===== src/rtl/memgame_pkg.sv =====
// Shared encodings, timer width and width/window helpers for the memory-game sequencer.
// Latency: none, constants and pure functions only.
// Backpressure: not applicable.
package memgame_pkg;

   // Width of the shared phase timer.
   localparam int TW = 32;

   typedef enum logic [2:0] {
      IDLE   = 3'd0,
      LOAD   = 3'd1,
      SHOW   = 3'd2,
      INPUT  = 3'd3,
      RESULT = 3'd4,
      OVER   = 3'd5
   } state_e;

   // Width of score/level: must be able to hold maxRounds itself.
   function automatic int scoreWidth(input int maxRounds);
      return (maxRounds < 1) ? 1 : $clog2(maxRounds + 1);
   endfunction

   // Width of lives_left: must be able to hold the initial lives count.
   function automatic int livesWidth(input int lives);
      return (lives < 1) ? 1 : $clog2(lives + 1);
   endfunction

   // Display window for a level: base - lvl*step, floored at minWin, never underflowing.
   function automatic logic [TW-1:0] showWindow(input logic [TW-1:0] base,
                                                input logic [TW-1:0] step,
                                                input logic [TW-1:0] minWin,
                                                input logic [TW-1:0] lvl);
      logic [2*TW-1:0] dec;
      logic [TW-1:0]   win;
      dec = {{TW{1'b0}}, lvl} * {{TW{1'b0}}, step};
      if (dec >= {{TW{1'b0}}, base}) win = minWin;
      else                           win = base - dec[TW-1:0];
      if (win < minWin) win = minWin;
      // A zero-length window would never expire, so the shortest window is one cycle.
      if (win == '0) win = TW'(1);
      return win;
   endfunction

endpackage


===== src/rtl/memgame_ctrl_if.sv =====
// Bundles the random/keyboard inputs and the display-side outputs of the game sequencer.
// Latency: none, wires only.
// Backpressure: none; start and user_ready are single-cycle pulses, outputs are levels.
interface memgame_ctrl_if
   import memgame_pkg::*;
#(
   parameter int DIGITS     = 4,
   parameter int LIVES      = 3,
   parameter int MAX_ROUNDS = 15
);
   localparam int W  = 4 * DIGITS;
   localparam int SW = scoreWidth(MAX_ROUNDS);
   localparam int LW = livesWidth(LIVES);

   logic          start;
   logic [W-1:0]  rand_val;
   logic [W-1:0]  user_val;
   logic          user_ready;
   logic [W-1:0]  target;
   logic          display_phase;
   logic          input_phase;
   logic          result_valid;
   logic          correct;
   logic          timeout;
   logic [SW-1:0] score;
   logic [LW-1:0] lives_left;
   logic [SW-1:0] level;
   logic          game_over;
   logic [2:0]    state;

   // Controller side: consumes start/random/keyboard, drives the display outputs.
   modport master (
      input  start, rand_val, user_val, user_ready,
      output target, display_phase, input_phase, result_valid, correct, timeout,
             score, lives_left, level, game_over, state
   );

   // Peripheral side: randnum, keyboard and display driver.
   modport slave (
      output start, rand_val, user_val, user_ready,
      input  target, display_phase, input_phase, result_valid, correct, timeout,
             score, lives_left, level, game_over, state
   );

endinterface


===== src/rtl/phase_timer.sv =====
// Loadable 32-bit down-counter; expire pulses for the one cycle the count sits at 1.
// Latency: a load of N gives expire in the N-th cycle after the load edge.
// Backpressure: none; a load always overrides the count, and a count of 0 never expires.
module phase_timer
   import memgame_pkg::*;
(
   input  logic          clk,
   input  logic          rst,
   input  logic          load,
   input  logic [TW-1:0] load_val,
   output logic          expire
);

   logic [TW-1:0] count;

   // Count down to zero and park there until the next load.
   always_ff @(posedge clk or negedge rst) begin
      if (!rst)               count <= '0;
      else if (load)          count <= load_val;
      else if (count != '0)   count <= count - TW'(1);
   end

   assign expire = (count == TW'(1));

endmodule


===== src/rtl/memgame_ctrl.sv =====
// Multi-round memory-game sequencer: latch target, show it, take one entry, score it, repeat.
// Latency: LOAD 1 cycle, SHOW = level window, INPUT <= INPUT_TIMEOUT, RESULT = RESULT_CYCLES.
// Backpressure: none; start outside IDLE/OVER and user_ready outside INPUT are dropped.
module memgame_ctrl
   import memgame_pkg::*;
#(
   parameter int DIGITS        = 4,
   parameter int SHOW_CYCLES   = 500000000,
   parameter int SHOW_STEP     = 50000000,
   parameter int SHOW_MIN      = 100000000,
   parameter int INPUT_TIMEOUT = 1000000000,
   parameter int RESULT_CYCLES = 100000000,
   parameter int LIVES         = 3,
   parameter int MAX_ROUNDS    = 15
)(
   input  logic           clk,
   input  logic           rst,
   memgame_ctrl_if.master bus
);

   localparam int W  = 4 * DIGITS;
   localparam int SW = scoreWidth(MAX_ROUNDS);
   localparam int LW = livesWidth(LIVES);

   localparam logic [SW-1:0] ROUNDS_MAX  = SW'(MAX_ROUNDS);
   localparam logic [LW-1:0] LIVES_INIT  = LW'(LIVES);
   // A timeout of 0 loads 0, which the timer never expires from: entry waits forever.
   localparam logic [TW-1:0] INPUT_LOAD  = TW'(INPUT_TIMEOUT);
   localparam logic [TW-1:0] RESULT_LOAD = (RESULT_CYCLES < 1) ? TW'(1) : TW'(RESULT_CYCLES);

   state_e        curState, nextState;
   logic          timerLoad;
   logic [TW-1:0] timerVal;
   logic          timerExpire;
   logic          gameStart;
   logic          roundEnd;
   logic          entryHit;

   logic [W-1:0]  targetReg;
   logic [SW-1:0] scoreReg;
   logic [SW-1:0] levelReg;
   logic [LW-1:0] livesReg;
   logic          correctReg;
   logic          timeoutReg;

   phase_timer u_timer (
      .clk      (clk),
      .rst      (rst),
      .load     (timerLoad),
      .load_val (timerVal),
      .expire   (timerExpire)
   );

   // State register.
   always_ff @(posedge clk or negedge rst) begin
      if (!rst) curState <= IDLE;
      else      curState <= nextState;
   end

   // Next state, timer reloads and round-end strobes.
   always_comb begin
      nextState = curState;
      timerLoad = 1'b0;
      timerVal  = '0;
      gameStart = 1'b0;
      roundEnd  = 1'b0;
      entryHit  = 1'b0;
      case (curState)
         IDLE, OVER: begin
            if (bus.start) begin
               nextState = LOAD;
               gameStart = 1'b1;
            end
         end
         LOAD: begin
            nextState = SHOW;
            timerLoad = 1'b1;
            timerVal  = showWindow(TW'(SHOW_CYCLES), TW'(SHOW_STEP), TW'(SHOW_MIN), TW'(levelReg));
         end
         SHOW: begin
            if (timerExpire) begin
               nextState = INPUT;
               timerLoad = 1'b1;
               timerVal  = INPUT_LOAD;
            end
         end
         INPUT: begin
            // An entry arriving on the expiry cycle beats the timeout.
            if (bus.user_ready || timerExpire) begin
               nextState = RESULT;
               timerLoad = 1'b1;
               timerVal  = RESULT_LOAD;
               roundEnd  = 1'b1;
               entryHit  = bus.user_ready && (bus.user_val == targetReg);
            end
         end
         RESULT: begin
            if (timerExpire) begin
               if ((livesReg == '0) || (levelReg == ROUNDS_MAX)) nextState = OVER;
               else                                              nextState = LOAD;
            end
         end
         default: nextState = IDLE;
      endcase
   end

   // Game bookkeeping: target latch, round verdict, saturating score/lives/level.
   always_ff @(posedge clk or negedge rst) begin
      if (!rst) begin
         targetReg  <= '0;
         scoreReg   <= '0;
         levelReg   <= '0;
         livesReg   <= LIVES_INIT;
         correctReg <= 1'b0;
         timeoutReg <= 1'b0;
      end else begin
         if (gameStart) begin
            scoreReg <= '0;
            levelReg <= '0;
            livesReg <= LIVES_INIT;
         end
         if (curState == LOAD) targetReg <= bus.rand_val;
         if (roundEnd) begin
            correctReg <= entryHit;
            timeoutReg <= !bus.user_ready;
            if (entryHit) begin
               if (scoreReg != ROUNDS_MAX) scoreReg <= scoreReg + SW'(1);
            end else begin
               if (livesReg != '0) livesReg <= livesReg - LW'(1);
            end
            if (levelReg != ROUNDS_MAX) levelReg <= levelReg + SW'(1);
         end
      end
   end

   assign bus.target        = targetReg;
   assign bus.display_phase = (curState == SHOW);
   assign bus.input_phase   = (curState == INPUT);
   assign bus.result_valid  = (curState == RESULT);
   assign bus.correct       = (curState == RESULT) && correctReg;
   assign bus.timeout       = (curState == RESULT) && timeoutReg;
   assign bus.score         = scoreReg;
   assign bus.lives_left    = livesReg;
   assign bus.level         = levelReg;
   assign bus.game_over     = (curState == OVER);
   assign bus.state         = curState;

endmodule


===== src/flat_wrapper.sv =====
// flat-port wrapper written by rule: the top's interface ports become plain ports
module memgame_ctrl_flat import memgame_pkg::*;
#(
   parameter int DIGITS        = 4,
   parameter int SHOW_CYCLES   = 500000000,
   parameter int SHOW_STEP     = 50000000,
   parameter int SHOW_MIN      = 100000000,
   parameter int INPUT_TIMEOUT = 1000000000,
   parameter int RESULT_CYCLES = 100000000,
   parameter int LIVES         = 3,
   parameter int MAX_ROUNDS    = 15
)
  (clk, rst, bus_start, bus_rand_val, bus_user_val, bus_user_ready, bus_target, bus_display_phase, bus_input_phase, bus_result_valid, bus_correct, bus_timeout, bus_score, bus_lives_left, bus_level, bus_game_over, bus_state);
  memgame_ctrl_if #(.DIGITS(DIGITS), .LIVES(LIVES), .MAX_ROUNDS(MAX_ROUNDS)) bus_i ();
  input  logic clk;
  input  logic rst;
  input wire logic [$bits(bus_i.start)-1:0] bus_start;
  input wire logic [$bits(bus_i.rand_val)-1:0] bus_rand_val;
  input wire logic [$bits(bus_i.user_val)-1:0] bus_user_val;
  input wire logic [$bits(bus_i.user_ready)-1:0] bus_user_ready;
  output wire logic [$bits(bus_i.target)-1:0] bus_target;
  output wire logic [$bits(bus_i.display_phase)-1:0] bus_display_phase;
  output wire logic [$bits(bus_i.input_phase)-1:0] bus_input_phase;
  output wire logic [$bits(bus_i.result_valid)-1:0] bus_result_valid;
  output wire logic [$bits(bus_i.correct)-1:0] bus_correct;
  output wire logic [$bits(bus_i.timeout)-1:0] bus_timeout;
  output wire logic [$bits(bus_i.score)-1:0] bus_score;
  output wire logic [$bits(bus_i.lives_left)-1:0] bus_lives_left;
  output wire logic [$bits(bus_i.level)-1:0] bus_level;
  output wire logic [$bits(bus_i.game_over)-1:0] bus_game_over;
  output wire logic [$bits(bus_i.state)-1:0] bus_state;
  assign bus_i.start = bus_start;
  assign bus_i.rand_val = bus_rand_val;
  assign bus_i.user_val = bus_user_val;
  assign bus_i.user_ready = bus_user_ready;
  assign bus_target = bus_i.target;
  assign bus_display_phase = bus_i.display_phase;
  assign bus_input_phase = bus_i.input_phase;
  assign bus_result_valid = bus_i.result_valid;
  assign bus_correct = bus_i.correct;
  assign bus_timeout = bus_i.timeout;
  assign bus_score = bus_i.score;
  assign bus_lives_left = bus_i.lives_left;
  assign bus_level = bus_i.level;
  assign bus_game_over = bus_i.game_over;
  assign bus_state = bus_i.state;
  memgame_ctrl #(.DIGITS(DIGITS), .SHOW_CYCLES(SHOW_CYCLES), .SHOW_STEP(SHOW_STEP), .SHOW_MIN(SHOW_MIN), .INPUT_TIMEOUT(INPUT_TIMEOUT), .RESULT_CYCLES(RESULT_CYCLES), .LIVES(LIVES), .MAX_ROUNDS(MAX_ROUNDS)) u_core (.clk(clk), .rst(rst), .bus(bus_i));
endmodule

===== config.mk =====
export PLATFORM = sky130hd
export DESIGN_NAME = memgame_ctrl_flat
export DESIGN_NICKNAME = d
export VERILOG_FILES = /design/src/rtl/memgame_pkg.sv /design/src/rtl/memgame_ctrl_if.sv /design/src/rtl/phase_timer.sv /design/src/rtl/memgame_ctrl.sv /design/src/flat_wrapper.sv
export SDC_FILE = /design/constraint.sdc
export NUM_CORES = 1
export LEC_CHECK = 0
export CAP_MARGIN = 20
export CORE_ASPECT_RATIO = 0.7
export CORE_MARGIN = 2
export CORE_UTILIZATION = 45
export CTS_BUF_LIST = sky130_fd_sc_hd__clkbuf_8 sky130_fd_sc_hd__clkbuf_16
export DETAILED_ROUTE_END_ITERATION = 10
export PLACE_DENSITY = 0.72
export SYNTH_ARGS = -nofsm -noshare
export SYNTH_HDL_FRONTEND = slang
export SYNTH_SLANG_ARGS = --single-unit

===== constraint.sdc =====
create_clock -name clk -period 5.71 [get_ports clk]
set_input_delay 1.4275 -clock clk [delete_from_list [all_inputs] [get_ports clk]]
set_output_delay 1.4275 -clock clk [all_outputs]
set_load 0.02 [all_outputs]

==> flow_summary.toml, run 1 <==
[outcome]
status = "finished clean"

[synthesis]
synthAdderAreaFrac_pct = 9.88
synth-xor-area-share_pct = 11.8
ys.flop_type = "dfrtp_1"
yosys-top-cells-area = "dfrtp_1 29%, ha_1 6.9%, xnor2_1 6.0%, xor2_1 4.0%, mux2_2 3.8%"
synth-simple-area-share_pct = 19.2
synthArstFlopShare_pct = 100
yosysTopAreaCell = "dfrtp_1"
synth_compound_area_share_pct = 22.2
synth_mux_area_share_pct = 4.77
synth-edff-count = 0
yosys_warnings = 0
avgSynthCellArea_um2 = 9.39
syn_inst = 564
yosysUniqueCellTypes = 77
synth_top_area_share_pct = 28.8
synth_top_family_by_area = "compound AO/OA/AOI/OAI gates"
ys_ff_latch = 63
synthesis.nets = 637
synth_common_cells = "61 x dfrtp_1, 52 x nand2_1, 37 x nor2_1, 36 x xnor2_1, 33 x o21ai_0"
seq_area_frac_synth_pct = 29.8
syn-cell-area_mm2 = 0.00529
synth_most_common_cell = "dfrtp_1"

[clock_network]
clk_latency_ns = 0.33
cts_tree = "done"
hold_buffers = 0
cts_buffers = 9
post_cts.repair.setup_buffers = 0
ctsResizeCount = 0
clockRootBuffer = "clkbuf_16"
htreeDepth = 3
clk_path_buf_depth = 2
cts.sinks = 63
cts.reportedPaths.clkPinSlew_ns = 0.06

[placed_design]
portBuffers = 70
place_inst = 779
hpwl_um = 10300
placed_area_mm2 = 0.00613
place_congestion = 0.962

[routing]
wire_per_inst_um = 17.0
wl_met3_um = 1050
postRouteAntennaNets = 0
dr.max_layer_used = "met4"
firstDrtPassIters = 5
drt-met1-wl_um = 6340
vias_per_cell = 5.85
route.detailed.drc = 0
drt_wl_total_um = 13400
drt-initial-drc-count = 307
dr_wl_met2_um = 5950
num_vias = 4636

[global_route]
grt_pass1_wl_um = 21800
grt_overflow = 0
antenna_found_initial = 0
grt_pass1_vias = 4369
gr-usage-all-layers_pct = 21.5
grt_max_degree = 64

[sta]
fin_crit_ns = 5.19
slew_headroom_pct = 30.2
fmax_mhz = 193
rsz0062_at_grt = "false"
fin_setup_tns_ns = 0
finalCritPeriodShare_pct = 91.0
slew_viol_final = 0
fin_skew_ns = 0.00969
tightestPinTransition_ns = 1.04
finalSetupViolations = 0
finalHoldViolations = 0

[die]
start_util_pct = 45.6
ios = 71
die_y_um = 94.7
die_w_um = 134
std_cell_rows = 33
core_area_mm2 = 0.0116
dieArea_mm2 = 0.0127

[cells_and_area]
num_antenna_cells = 0
drive_gt1_share_pct = 12.6
area_growth_pct = 21.2
nFillCells = 948
stdcell_count = 793
nNetsFinal = 706
final_area_mm2 = 0.00641

[min_path]
min_from = "u_core.correctReg"
min_delay_path_depth = 2
min_to = "u_core.correctReg"
hp-class = "reg -> reg"

[pwr]
cellPowerDensity_mw_per_mm2 = 160
ir_worst_vdd_mv = 0.127
p_leak_nw = 2.80

[setup_path]
required_ns = 5.88
startpoint_type = "flip-flop"
ff2ff_path_depth = 14
path_class = "reg -> reg"
r2r_start = "u_core.bus.level[3]"
cp_max_fo = 13
reg2reg_setup_slack_ns = 0.52
worstPathArrival_ns = 5.36
r2r-end = "u_core.u_timer.count[11]"
endpoint_kind = "flip-flop"

[job]
drv_cap = 0
==> kinds of logic (layout without fill, tap and decap cells) <==
group	Yosys count	in the layout
AOI/OAI and AO/OA	152	152
DFF	63	63
muxes	23	23
buffers and inverters	28	100
xor gates and xnor gates	66	66
adders and majority gates	37	37
and+or+nand+nor	195	195
==> final cells by class <==
type	instances	area (um2)	area share, %
clock buffer	10	239	3.73
clock inverter	4	47.5	0.741
inverter	14	52.6	0.819
multi-input combinational	473	3590	56.0
sequential	63	1580	24.6
tap	157	196	3.06
timing repair buffer	72	711	11.1
==> per-stage QoR <==
step	power, mW	util [%]	setup WS, ns	hold slack (ns)
after floorplan	0.464	-	1.19	0.439
after detailed placement	0.501	52.8	0.597	0.461
final	1.03	55.3	0.516	0.473
after global placement	0.500	52.8	0.865	0.466
after CTS	1.04	55.3	0.566	0.475
after global routing	1.06	55.3	0.263	0.505
==> worst max-delay path: stages (launching register included) <==
cell and delay (ns):
dfrtp_1 0.62, fa_1 0.59, fa_1 0.61, inv_1 0.08
fa_1 0.48, nor2b_1 0.25, o21ai_2 0.12, a21oi_2 0.28
o41ai_2 0.12, xnor2_1 0.50, nand3_1 0.15, nor4_1 0.28
a211oi_2 0.10, o21bai_2 0.61, o221ai_1 0.21
==> state kept, by name, indices dropped and copies added, names as in the netlist <==
register and count:
u_core.bus.lives_left 2, u_core.bus.score 4, u_core.bus.state 3, u_core.timeoutReg 1, u_core.u_timer.count 32, u_core.correctReg 1, u_core.bus.level 4, u_core.bus.target 16
==> cells in the final DEF, fill, tap and decap left out, drive strengths merged, types with 3 or more instances in the layout <==
cell,synthesis,layout
clkdlybuf4s50,0,69
dfrtp,61,61
nand2,52,52
o21ai,44,44
nor2,37,37
xnor2,37,37
a21oi,31,31
ha,29,29
xor2,29,29
nor3,22,22
mux2,18,18
nand3,16,16
inv,14,14
o211a,11,11
clkbuf,7,10
nand4,9,9
nand2b,9,9
nor2b,8,8
nor4,8,8
fa,8,8
or3,8,8
o21a,7,7
o31ai,7,7
a21o,6,6
and2,6,6
o211ai,6,6
or4,5,5
mux2i,5,5
a211o,5,5
or2,5,5
a211oi,5,5
a31oi,5,5
and3,4,4
o311ai,3,3
o41ai,3,3
buf,7,3
==> report_power, final <==
| part | switching [mW] | total (mW) | internal, mW |
|---|---|---|---|
| Sequential | 0.00104 | 0.449 | 0.448 |
| Combinational | 0.0173 | 0.0437 | 0.0264 |
| Clock | 0.192 | 0.535 | 0.343 |
==> worst max-delay path by stage <==
stage / to / from / slack, ns
after floorplan: u_core.u_timer.count[20] / u_core.bus.level[3] / 1.19
after global placement: u_core.u_timer.count[11] / u_core.bus.level[3] / 0.87
after detailed placement: u_core.u_timer.count[11] / u_core.bus.level[3] / 0.60
after CTS: u_core.u_timer.count[11] / u_core.bus.level[3] / 0.57
after global routing: u_core.u_timer.count[11] / u_core.bus.level[3] / 0.26
final: u_core.u_timer.count[11] / u_core.bus.level[3] / 0.52
==> routing by layer <==
| metal | track usage, % | vias to the layer above |
|---|---|---|
| li1 | - | 2199 |
| met2 | 33.5 | 174 |
| met1 | 30.7 | 2245 |
| met4 | 4.26 | 0 |
| met3 | 5.26 | 18 |
| met5 | 0 | - |
Note: power is estimated with default switching activity, not from simulation.
==> run 2, diff against run 1 <==
- SKIP_LAST_GASP: unset -> 1
- SLEW_MARGIN: unset -> 5
==> results of run 2 <==
No change in the layout: final DEF, timing and power equal those of run 1.
==> run 3, diff against run 2 <==
- CORE_MARGIN: 2 -> 4
==> flow_summary.toml, run 3 (synthesized netlist as in run 1, its figures left out) <==
[outcome]
status = "finished clean"

[global_route]
antenna_found_initial = 0
grt_pass1_vias = 4504
gr-usage-all-layers_pct = 20.6
grt_pass1_wl_um = 22400
grt_max_degree = 64
grt_overflow = 0

[clock_network]
clk_path_buf_depth = 2
cts_tree = "done"
post_cts.repair.setup_buffers = 0
hold_buffers = 0
clk_latency_ns = 0.33
cts_buffers = 9
htreeDepth = 3
cts.reportedPaths.clkPinSlew_ns = 0.06
cts.sinks = 63
ctsResizeCount = 0
clockRootBuffer = "clkbuf_16"

[pwr]
ir_worst_vdd_mv = 0.155
cellPowerDensity_mw_per_mm2 = 160
p_leak_nw = 2.81
total_power_mw = 1.02

[sta]
rsz0062_at_grt = "false"
slew_headroom_pct = 32.6
fmax_mhz = 196
finalHoldViolations = 0
fin_skew_ns = 0.00942
hold_ws_ns = 0.509
slew_viol_final = 0
setup_ws_ns = 0.608
finalCritPeriodShare_pct = 89.4
finalSetupViolations = 0
tightestPinTransition_ns = 1.01
fin_crit_ns = 5.10
fin_setup_tns_ns = 0

[setup_path]
cp_max_fo = 13
r2r-end = "u_core.u_timer.count[11]"
slowest_delay_ns = 0.62
path_cells = "fa_1 -> fa_1 -> inv_1 -> fa_1 -> nor2b_1 -> o21ai_2 -> a32oi_1 -> xor2_2 -> o31ai_4 -> o21ai_4 -> nor4b_4 -> a211oi_2 -> o21bai_2 -> o221ai_1"
r2r_start = "u_core.bus.level[3]"
worstPathArrival_ns = 5.28
cpMostUsedCell = "fa_1"
worst-path-buf-inv = 1
cp-startpoint = "u_core.bus.level[3]"
cp_num_cells = 14
path_class = "reg -> reg"
worst_path_max_delay_cell = "dfrtp_1"
endpoint_kind = "flip-flop"
ff2ff_path_depth = 14
crit_path_end = "u_core.u_timer.count[11]"
reg2reg_setup_slack_ns = 0.61
required_ns = 5.89
path_delay_family = "compound AO/OA/AOI/OAI gates"
startpoint_type = "flip-flop"

[routing]
drt-initial-drc-count = 356
postRouteAntennaNets = 0
vias_per_cell = 5.83
drt_wl_total_um = 13600
firstDrtPassIters = 5
route.detailed.drc = 0
num_vias = 4620
wire_per_inst_um = 17.2

[die]
ios = 71
start_util_pct = 47.1
dieArea_mm2 = 0.0136
core_area_mm2 = 0.0113
die_w_um = 138
std_cell_rows = 32
die_y_um = 98.7

[placed_design]
place_congestion = 0.993
placed_area_mm2 = 0.00613
place_ws_ns = 0.705
hpwl_um = 10600
place_inst = 776
portBuffers = 70

[cells_and_area]
final_cell_mix = "69 x clkdlybuf4s50_1, 61 x dfrtp_1, 52 x nand2_1"
stdcell_count = 792
top_register = "u_core.u_timer.count"
largest_reg_flops = 32
final_common_cell = "clkdlybuf4s50_1"
drive_gt1_share_pct = 12.8
final_area_mm2 = 0.00642
nNetsFinal = 707
area_growth_pct = 21.3
num_antenna_cells = 0
final_util_pct = 57.1

[job]
drv_cap = 0

[min_path]
hp-class = "reg -> reg"
run 3: cell count changes in the layout (fill, tap and decap cells not counted):
cell	previous run	this run
inv_1	14	15
clkbuf_8	1	0
clkinv_2	2	3
clkinv_4	0	1
buf_4	2	3
run 3: routing by layer:
metal  vias to the layer above  GRT usage, %  share of wire (%)
met5                         -             0                  0
met4                         0          4.22                1.2
met3                        15          5.97                6.3
met2                       143          30.4                 45
met1                      2253          30.1                 48
li1                       2209             -                  -
run 3: worst min-delay path, stage by stage (launching register included):
cell and delay [ns]:
dfrtp_1 0.36, nand2_1 0.06, nand2_1 0.06
run 3: where the power goes:
| group | switching (mW) | internal, mW | total [mW] |
|---|---|---|---|
| Clock | 0.198 | 0.334 | 0.532 |
| Combinational | 0.0172 | 0.0264 | 0.0436 |
| Sequential | 0.00106 | 0.448 | 0.449 |
| Total | 0.216 | 0.809 | 1.02 |
run 3: area by class of cell:
cell class / instances / area, um2
multi-input combinational: 473 / 3590
inverter: 14 / 52.6
sequential: 63 / 1580
timing repair buffer: 73 / 718
clock buffer: 9 / 225
clock inverter: 7 / 65.1
fill: 958 / 4830
tap: 153 / 191
run 3: worst min-delay path by stage:
stage | slack (ns) | startpoint | cells past startpoint | to
floorplan | 0.44 | u_core.correctReg | 2 | u_core.correctReg
detailed placement | 0.48 | u_core.correctReg | 2 | u_core.correctReg
global placement | 0.47 | u_core.correctReg | 2 | u_core.correctReg
finish | 0.51 | u_core.correctReg | 2 | u_core.correctReg
global route | 0.54 | u_core.correctReg | 2 | u_core.correctReg
CTS | 0.50 | u_core.correctReg | 2 | u_core.correctReg
